**config.mk**
```make
export PLATFORM = sky130hd
export DESIGN_NAME = control_sequencer_flat
export DESIGN_NICKNAME = d
export VERILOG_FILES = /design/src/rtl/control_sequencer_if.sv /design/src/rtl/control_sequencer.sv /design/src/flat_wrapper.sv
export SDC_FILE = /design/constraint.sdc
export NUM_CORES = 1
export LEC_CHECK = 0
export CELL_PAD_IN_SITES_DETAIL_PLACEMENT = 1
export CELL_PAD_IN_SITES_GLOBAL_PLACEMENT = 2
export CORE_MARGIN = 2
export CORE_UTILIZATION = 15
export DETAILED_ROUTE_END_ITERATION = 10
export GPL_TIMING_DRIVEN = 0
export PLACE_DENSITY_LB_ADDON = 0.1
export SLEW_MARGIN = 20
export SYNTH_ARGS = -nofsm -noshare
export SYNTH_HDL_FRONTEND = slang
export SYNTH_SLANG_ARGS = --single-unit
```
**constraint.sdc**
```tcl
create_clock -name clock -period 3.3 [get_ports clock]
set_clock_uncertainty 0.2 [all_clocks]
set_input_delay 0.825 -clock clock [delete_from_list [all_inputs] [get_ports clock]]
set_output_delay 0.825 -clock clock [all_outputs]
set_load 0.1 [all_outputs]
```
**src/rtl/control_sequencer_if.sv**
```systemverilog
// Control bus between the instruction sequencer and the datapath it drives.
// master = sequencer side, slave = datapath/memory side.
interface control_sequencer_if;
    logic        start;
    logic [31:0] ir;
    logic        mem_ready;
    logic        e_PC, e_IR, e_Y, e_Z, e_HI, e_LO, e_MDR, e_MAR, e_GP;
    logic        incPC;
    logic        read;
    logic        write;
    logic [3:0]  reg_addr;
    logic [4:0]  BusDataSelect;
    logic [4:0]  alu_op;
    logic        halted;
    logic [3:0]  state;

    modport master (
        input  start, ir, mem_ready,
        output e_PC, e_IR, e_Y, e_Z, e_HI, e_LO, e_MDR, e_MAR, e_GP,
        output incPC, read, write, reg_addr, BusDataSelect, alu_op, halted, state
    );

    modport slave (
        output start, ir, mem_ready,
        input  e_PC, e_IR, e_Y, e_Z, e_HI, e_LO, e_MDR, e_MAR, e_GP,
        input  incPC, read, write, reg_addr, BusDataSelect, alu_op, halted, state
    );
endinterface

```
**src/rtl/control_sequencer.sv**
```systemverilog
// Multi-cycle control sequencer: fetch T0-T2, decode T3, execute T4-T7, HALT.
// Optional MEM_WAIT_EN stalls memory states until mem_ready is seen.
module control_sequencer (
    input  logic                 clock,
    input  logic                 clear,
    control_sequencer_if.master  bus
);
    typedef enum logic [3:0] {
        S_IDLE = 4'd0,
        S_T0   = 4'd1,
        S_T1   = 4'd2,
        S_T2   = 4'd3,
        S_T3   = 4'd4,
        S_T4   = 4'd5,
        S_T5   = 4'd6,
        S_T6   = 4'd7,
        S_T7   = 4'd8,
        S_HALT = 4'd9
    } state_t;

    localparam logic [4:0] OP_LD   = 5'b00000;
    localparam logic [4:0] OP_ST   = 5'b00010;
    localparam logic [4:0] OP_ADD  = 5'b00011;
    localparam logic [4:0] OP_SUB  = 5'b00100;
    localparam logic [4:0] OP_AND  = 5'b00101;
    localparam logic [4:0] OP_OR   = 5'b00110;
    localparam logic [4:0] OP_MUL  = 5'b01111;
    localparam logic [4:0] OP_DIV  = 5'b10000;
    localparam logic [4:0] OP_HALT = 5'b11011;

    localparam logic [4:0] SEL_HI   = 5'd16;
    localparam logic [4:0] SEL_LO   = 5'd17;
    localparam logic [4:0] SEL_ZHI  = 5'd18;
    localparam logic [4:0] SEL_ZLO  = 5'd19;
    localparam logic [4:0] SEL_PC   = 5'd20;
    localparam logic [4:0] SEL_MDR  = 5'd21;
    localparam logic [4:0] SEL_CIMM = 5'd22;

    state_t      state_q, state_d;
    logic [15:0] cyc_cnt_q, cyc_cnt_d;

    logic [4:0] opcode;
    logic [3:0] ra, rb, rc;
    logic       is_alu, is_md, is_ld, is_st, is_halt, is_exec;
    logic       mem_ok;
    logic       unused_bits;

    assign opcode = bus.ir[31:27];
    assign ra     = bus.ir[26:23];
    assign rb     = bus.ir[22:19];
    assign rc     = bus.ir[18:15];

    assign is_alu  = (opcode == OP_ADD) || (opcode == OP_SUB) ||
                     (opcode == OP_AND) || (opcode == OP_OR);
    assign is_md   = (opcode == OP_MUL) || (opcode == OP_DIV);
    assign is_ld   = (opcode == OP_LD);
    assign is_st   = (opcode == OP_ST);
    assign is_halt = (opcode == OP_HALT);
    // Unlisted opcodes fall out of is_exec and therefore behave as nop.
    assign is_exec = is_alu || is_md || is_ld || is_st;

`ifdef MEM_WAIT_EN
    assign mem_ok = bus.mem_ready;
`else
    assign mem_ok = 1'b1;
`endif

    // Low IR bits hold the immediate, which the datapath extracts itself.
    assign unused_bits = ^{bus.ir[14:0], bus.mem_ready};

    always_ff @(posedge clock or posedge clear) begin
        if (clear) begin
            state_q   <= S_IDLE;
            cyc_cnt_q <= 16'd0;
        end else begin
            state_q   <= state_d;
            cyc_cnt_q <= cyc_cnt_d;
        end
    end

    always_comb begin
        state_d           = state_q;
        cyc_cnt_d         = cyc_cnt_q;
        bus.e_PC          = 1'b0;
        bus.e_IR          = 1'b0;
        bus.e_Y           = 1'b0;
        bus.e_Z           = 1'b0;
        bus.e_HI          = 1'b0;
        bus.e_LO          = 1'b0;
        bus.e_MDR         = 1'b0;
        bus.e_MAR         = 1'b0;
        bus.e_GP          = 1'b0;
        bus.incPC         = 1'b0;
        bus.read          = 1'b0;
        bus.write         = 1'b0;
        bus.reg_addr      = 4'd0;
        bus.BusDataSelect = 5'd0;
        bus.alu_op        = 5'd0;
        bus.halted        = 1'b0;
        bus.state         = state_q;

        if (state_q != S_IDLE && state_q != S_HALT) begin
            cyc_cnt_d = cyc_cnt_q + 16'd1;
        end

        unique case (state_q)
            S_IDLE: begin
                if (bus.start) state_d = S_T0;
            end
            S_T0: begin
                bus.BusDataSelect = SEL_PC;
                bus.e_MAR         = 1'b1;
                bus.incPC         = 1'b1;
                state_d           = S_T1;
            end
            S_T1: begin
                bus.read  = 1'b1;
                bus.e_MDR = 1'b1;
                if (mem_ok) state_d = S_T2;
            end
            S_T2: begin
                bus.BusDataSelect = SEL_MDR;
                bus.e_IR          = 1'b1;
                state_d           = S_T3;
            end
            S_T3: begin
                if (is_halt) begin
                    state_d = S_HALT;
                end else if (is_exec) begin
                    bus.BusDataSelect = {1'b0, rb};
                    bus.e_Y           = 1'b1;
                    state_d           = S_T4;
                end else begin
                    state_d = S_T0;
                end
            end
            S_T4: begin
                bus.e_Z = 1'b1;
                if (is_ld || is_st) begin
                    bus.BusDataSelect = SEL_CIMM;
                    bus.alu_op        = OP_ADD;
                end else begin
                    bus.BusDataSelect = {1'b0, rc};
                    bus.alu_op        = opcode;
                end
                state_d = S_T5;
            end
            S_T5: begin
                bus.BusDataSelect = SEL_ZLO;
                if (is_alu) begin
                    bus.reg_addr = ra;
                    bus.e_GP     = 1'b1;
                    state_d      = S_T0;
                end else if (is_md) begin
                    bus.e_LO = 1'b1;
                    state_d  = S_T6;
                end else begin
                    bus.e_MAR = 1'b1;
                    state_d   = S_T6;
                end
            end
            S_T6: begin
                if (is_md) begin
                    bus.BusDataSelect = SEL_ZHI;
                    bus.e_HI          = 1'b1;
                    state_d           = S_T0;
                end else if (is_ld) begin
                    bus.read  = 1'b1;
                    bus.e_MDR = 1'b1;
                    if (mem_ok) state_d = S_T7;
                end else begin
                    bus.BusDataSelect = {1'b0, ra};
                    bus.e_MDR         = 1'b1;
                    state_d           = S_T7;
                end
            end
            S_T7: begin
                if (is_ld) begin
                    bus.BusDataSelect = SEL_MDR;
                    bus.reg_addr      = ra;
                    bus.e_GP          = 1'b1;
                    state_d           = S_T0;
                end else begin
                    bus.write = 1'b1;
                    if (mem_ok) state_d = S_T0;
                end
            end
            S_HALT: begin
                bus.halted = 1'b1;
            end
            default: begin
                state_d = S_IDLE;
            end
        endcase
    end
endmodule

```
**src/flat_wrapper.sv**
```systemverilog
// flat-port wrapper written by rule: the top's interface ports become plain ports
module control_sequencer_flat 
  (clock, clear, bus_start, bus_ir, bus_mem_ready, bus_e_PC, bus_e_IR, bus_e_Y, bus_e_Z, bus_e_HI, bus_e_LO, bus_e_MDR, bus_e_MAR, bus_e_GP, bus_incPC, bus_read, bus_write, bus_reg_addr, bus_BusDataSelect, bus_alu_op, bus_halted, bus_state);
  control_sequencer_if bus_i ();
  input  logic clock;
  input  logic clear;
  input wire logic [$bits(bus_i.start)-1:0] bus_start;
  input wire logic [$bits(bus_i.ir)-1:0] bus_ir;
  input wire logic [$bits(bus_i.mem_ready)-1:0] bus_mem_ready;
  output wire logic [$bits(bus_i.e_PC)-1:0] bus_e_PC;
  output wire logic [$bits(bus_i.e_IR)-1:0] bus_e_IR;
  output wire logic [$bits(bus_i.e_Y)-1:0] bus_e_Y;
  output wire logic [$bits(bus_i.e_Z)-1:0] bus_e_Z;
  output wire logic [$bits(bus_i.e_HI)-1:0] bus_e_HI;
  output wire logic [$bits(bus_i.e_LO)-1:0] bus_e_LO;
  output wire logic [$bits(bus_i.e_MDR)-1:0] bus_e_MDR;
  output wire logic [$bits(bus_i.e_MAR)-1:0] bus_e_MAR;
  output wire logic [$bits(bus_i.e_GP)-1:0] bus_e_GP;
  output wire logic [$bits(bus_i.incPC)-1:0] bus_incPC;
  output wire logic [$bits(bus_i.read)-1:0] bus_read;
  output wire logic [$bits(bus_i.write)-1:0] bus_write;
  output wire logic [$bits(bus_i.reg_addr)-1:0] bus_reg_addr;
  output wire logic [$bits(bus_i.BusDataSelect)-1:0] bus_BusDataSelect;
  output wire logic [$bits(bus_i.alu_op)-1:0] bus_alu_op;
  output wire logic [$bits(bus_i.halted)-1:0] bus_halted;
  output wire logic [$bits(bus_i.state)-1:0] bus_state;
  assign bus_i.start = bus_start;
  assign bus_i.ir = bus_ir;
  assign bus_i.mem_ready = bus_mem_ready;
  assign bus_e_PC = bus_i.e_PC;
  assign bus_e_IR = bus_i.e_IR;
  assign bus_e_Y = bus_i.e_Y;
  assign bus_e_Z = bus_i.e_Z;
  assign bus_e_HI = bus_i.e_HI;
  assign bus_e_LO = bus_i.e_LO;
  assign bus_e_MDR = bus_i.e_MDR;
  assign bus_e_MAR = bus_i.e_MAR;
  assign bus_e_GP = bus_i.e_GP;
  assign bus_incPC = bus_i.incPC;
  assign bus_read = bus_i.read;
  assign bus_write = bus_i.write;
  assign bus_reg_addr = bus_i.reg_addr;
  assign bus_BusDataSelect = bus_i.BusDataSelect;
  assign bus_alu_op = bus_i.alu_op;
  assign bus_halted = bus_i.halted;
  assign bus_state = bus_i.state;
  control_sequencer u_core (.clock(clock), .clear(clear), .bus(bus_i));
endmodule
```
# Yosys cells after proc, flatten, opt, wreduce, memory -nomap -nowiden
# Cells that the tools add are included.
# word_totals
in_bits	36
wordCells	71
register_bits	4
output_inout_bits	31
# classes
mux	40
eq_ne	18
reduce_logical	11
n_bitwise	1
# op_table
operator	count
$pmux 4 s10	1
$pmux 5 s7	1
$mux 5	6
$mux 4	7
$mux 1	18
$eq 4x3->1 const B	4
$eq 5x3->1 const B	3
$eq 5x2->1 const B	2
$eq 5x5->1 const B	2
$eq 4x2->1 const B	2
$eq 4x4->1 const B	2
$logic_or 1x1->1	8
$pmux 1 s2	4
$pmux 4 s2	1
$mux 3	2
$eq 5x4->1 const B	1
$logic_not 5->1	1
$eq 4x1->1 const B	1
$logic_not 4->1	1
$ne 2x2->1 const B	1
$reduce_and 2->1	1
$not 1->1	1

# Logic depth before layout (Yosys ltp)
# logic_depth
depth_word	10
mapped_depth	6
mapped_depth_nobuf	4

# Least setup slack after synthesis
# Ideal clock, no wire load.
# synth_timing
path_kind	in2out
startpoint	in bus_ir[30]
endpoint	out bus_e_LO
t_arrival_ns	3.979
path_slack_ns	-1.704
stages	5
n_path_buf	2
cell_sequence	buf_2 or4_4 buf_6 mux2_2 nor3_1
# synth_via
elab_chain_len	6
# synth_rtl
item	line_no	text
start, declared	flat_wrapper.sv:8	input wire logic [$bits(bus_i.ir)-1:0] bus_ir;
$eq 5x2->1 or $eq 5x3->1 (tied branches)	control_sequencer.sv:53	assign is_alu = (opcode == OP_ADD) || (opcode == OP_SUB) ||
$logic_or 1x1->1 (2 in series)	control_sequencer.sv:53	
$logic_or 1x1->1	control_sequencer.sv:54	(opcode == OP_AND) || (opcode == OP_OR);
$mux 1 (*)	control_sequencer.sv:150	if (is_alu) begin
$mux 1 (*)	control_sequencer.sv:106	unique case (state_q)
end, declared	flat_wrapper.sv:15	output wire logic [$bits(bus_i.e_LO)-1:0] bus_e_LO;
# Mark *: on every way between the ends. The rest lies on a longest branch, timed or not.

# Worst setup path after layout
# layout_timing
startpoint	in bus_ir[30]
endpoint	out bus_reg_addr[2]
# layout_via
elab_chain_len	6
# layout_rtl
item	line_no	text
$eq 5x2->1 or $eq 5x3->1 (tied branches)	control_sequencer.sv:53	
$logic_or 1x1->1 (2 in series)	control_sequencer.sv:53	
$logic_or 1x1->1	control_sequencer.sv:54	
$mux 4	control_sequencer.sv:150	
$pmux 4 s2 (*)	control_sequencer.sv:106	
end, declared	flat_wrapper.sv:22	output wire logic [$bits(bus_i.reg_addr)-1:0] bus_reg_addr;
# Marked as above.

==> impl_metrics.ini <==
[final_layout]
largest_reg_flops = 4
final_nets = 218
synthToLayoutAreaGrowth_pct = 140
instances_no_fill = 253
register_area_sq_um = 104
layout_common_cells = clkdlybuf4s50_1, buf_12, buf_4, nor2_1
final_util = 0.366
layout-drive-gt1-share = 0.541
fillers = 622
multi_input_area_sq_um = 938
diodes = 0
layout.cells.most_common = clkdlybuf4s50_1

[timing]
fin_crit_sh = 1.05
drv_slew = 0
finalCriticalPeriod_ps = 3480
tightest_slew_ps = 971
max_freq_mhz = 288
rsz0062_at_grt = true
timing.hold.ws_ps = 585
fin_ws_ps = -176
relSlewSlack = 0.351
hold_violations = 0
setup_viol = 12

[synthesis]
synthArstFlopShare = 1.00
synth_seq_cells = 4
synthesis.area_sq_um = 826
synth-edff-count = 0
avgSynthCellArea_sq_um = 6.94
synth_cells = 119
synth_ff_type = dfrtp_1
yosys_warnings = 0
yosysSeqAreaShare = 0.121
synth_nets = 155
ys_types = 47

[worst_setup_path]
r2r_end = u_core.bus.state[2]
r2r_start = u_core.bus.state[2]
crit_buf_inv = 2
slowest_delay_ps = 570
cp_num_cells = 6
crit_end = bus_reg_addr[2]
start_kind = primary input
r2r_slack_ps = 1260
critical_path_required_ps = 2270
reg2reg_depth = 4
startpoint = bus_ir[30]
critical_path_class = in2out
crit_fanout = 5
slowest_stage = or4_4
cp-end-kind = output pin
path_cells = buf_12 -> or4_4 -> or3_4 -> a21oi_4 -> and2_4 -> buf_12
critPathTopFamily = simple AND/OR/NAND/NOR gates
crit_top_cell = buf_12
cp_data_arrival_time_ps = 2450

[power_and_ir_drop]
power_frac_comb = 0.884
peakVddDrop_v = 0.000496
p_sw_mw = 1.20
power_frac_seq = 0.054
pwr-share-clk = 0.062
switching_share = 0.640
p_int_mw = 0.673
power.density_nw_per_um2 = 944
p_leak_nw = 0.779
finalPower_mw = 1.87

[run_status]
status = complete, but fails checks
failed_checks = negative setup slack

[floorplanning]
die-area_sq_um = 6110
die_y_microns = 78.2
die_w_microns = 78.2
initial_core_util = 0.153
pin_count = 67
core_area_sq_um = 5410
rows = 27

[route]
wl_per_cell_microns = 16.3
via_per_inst = 4.63
drtIter0Drc = 51
wl_mm = 4.12
vias = 1171
ant_nets = 0
dr.pass1.iters = 4
drc = 0

[clock_tree]
holdBufCountCts = 0
path_clk_slew_ps = 40
htreeDepth = 1
cts_buffer_depth = 2
numCtsBuffers = 3
cts_tree = built
insertion_delay_ps = 230
clock-sinks = 4
root_buffer = clkbuf_8

[worst_hold_path]
hold_class = in2async

[job]
max-cap-violations = 0

[placed_design]
gp_congestion = 0.705
pre_cts_ws_ps = -1690
dp.final_hpwl_mm = 3.04
portBuffers = 47
dp.cells = 238

[global_route]
grt_pass1_vias = 1277
grt_pass1_wl_mm = 6.61
antenna_found_initial = 0
grt_max_degree = 11
grt_usage = 0.136
grt.overflow.total = 0
power groups by stage:
stage | clock (mW) | sequential (mW) | combinational, mW
2_1_floorplan | 0 | 0.234 | 1.04
3_3_place_gp | 0 | 0.103 | 1.49
3_5_place_dp | 0 | 0.103 | 1.48
4_1_cts | 0.118 | 0.101 | 1.64
5_1_grt | 0.120 | 0.106 | 1.72
6_report | 0.115 | 0.101 | 1.65
layout make-up:
cell class	count	area share
tap	72	0.0455
sequential	4	0.0525
timing repair buffer	59	0.345
inverter	5	0.00948
buffer	12	0.0506
clock buffer	4	0.0228
multi-input combinational	97	0.474
through the flow:
step           area [sq um]  TNS (ps)
2_1_floorplan          1030     -5120
6_report               1980     -1270
5_1_grt                1980     -1800
4_1_cts                1930     -1400
3_5_place_dp           1590    -30480
3_3_place_gp           1590    -30190
Yosys cell counts, types with 3 or more instances:
master	instances	area share
nand2b_1	4	0.030
a221o_1	5	0.061
nand4_1	3	0.023
nand2_1	5	0.023
o21ai_1	4	0.024
nor2b_1	5	0.038
o21ai_0	3	0.018
nor4_1	3	0.023
and2_1	6	0.045
and3_1	3	0.023
dfrtp_1	4	0.12
nor2_1	9	0.041
a21oi_1	5	0.030
nand3_1	3	0.018
inv_1	4	0.018
nor3_1	8	0.048
clkbuf_1	8	0.036
routing by layer:
layer	GRT usage	vias to the layer above	wire length, microns
li1	-	571	-
met1	0.183	557	1880
met2	0.233	41	2050
met3	0.0207	2	173
met4	0.0211	0	8
met5	0	-	0
what timing repair did:
action	CTS	global route
setup endpoints to repair	26	19
cloned	1	0
resized for setup	200	18
pin swaps	17	9
setup buffers	10	1
kinds of logic (layout without fill, tap and decap cells):
logic type | Yosys count | after routing | share of synthesized area
other cells | 1 | 1 | 0.00454
buf+inv | 18 | 80 | 0.106
simple gates | 62 | 62 | 0.456
flops | 4 | 4 | 0.121
mux | 1 | 1 | 0.0136
compound gates | 33 | 33 | 0.298
worst min path at each step:
stage / cells after the start / endpoint / from
4_1_cts: 2 / u_core.bus.state[1] / clear
6_report: 2 / u_core.bus.state[2] / clear
2_1_floorplan: 1 / u_core.bus.state[3] / clear
5_1_grt: 2 / u_core.bus.state[1] / clear
3_5_place_dp: 3 / u_core.bus.state[3] / u_core.bus.state[0]
3_3_place_gp: 3 / u_core.bus.state[1] / u_core.bus.state[1]
Power figures use the tool's default switching activity.
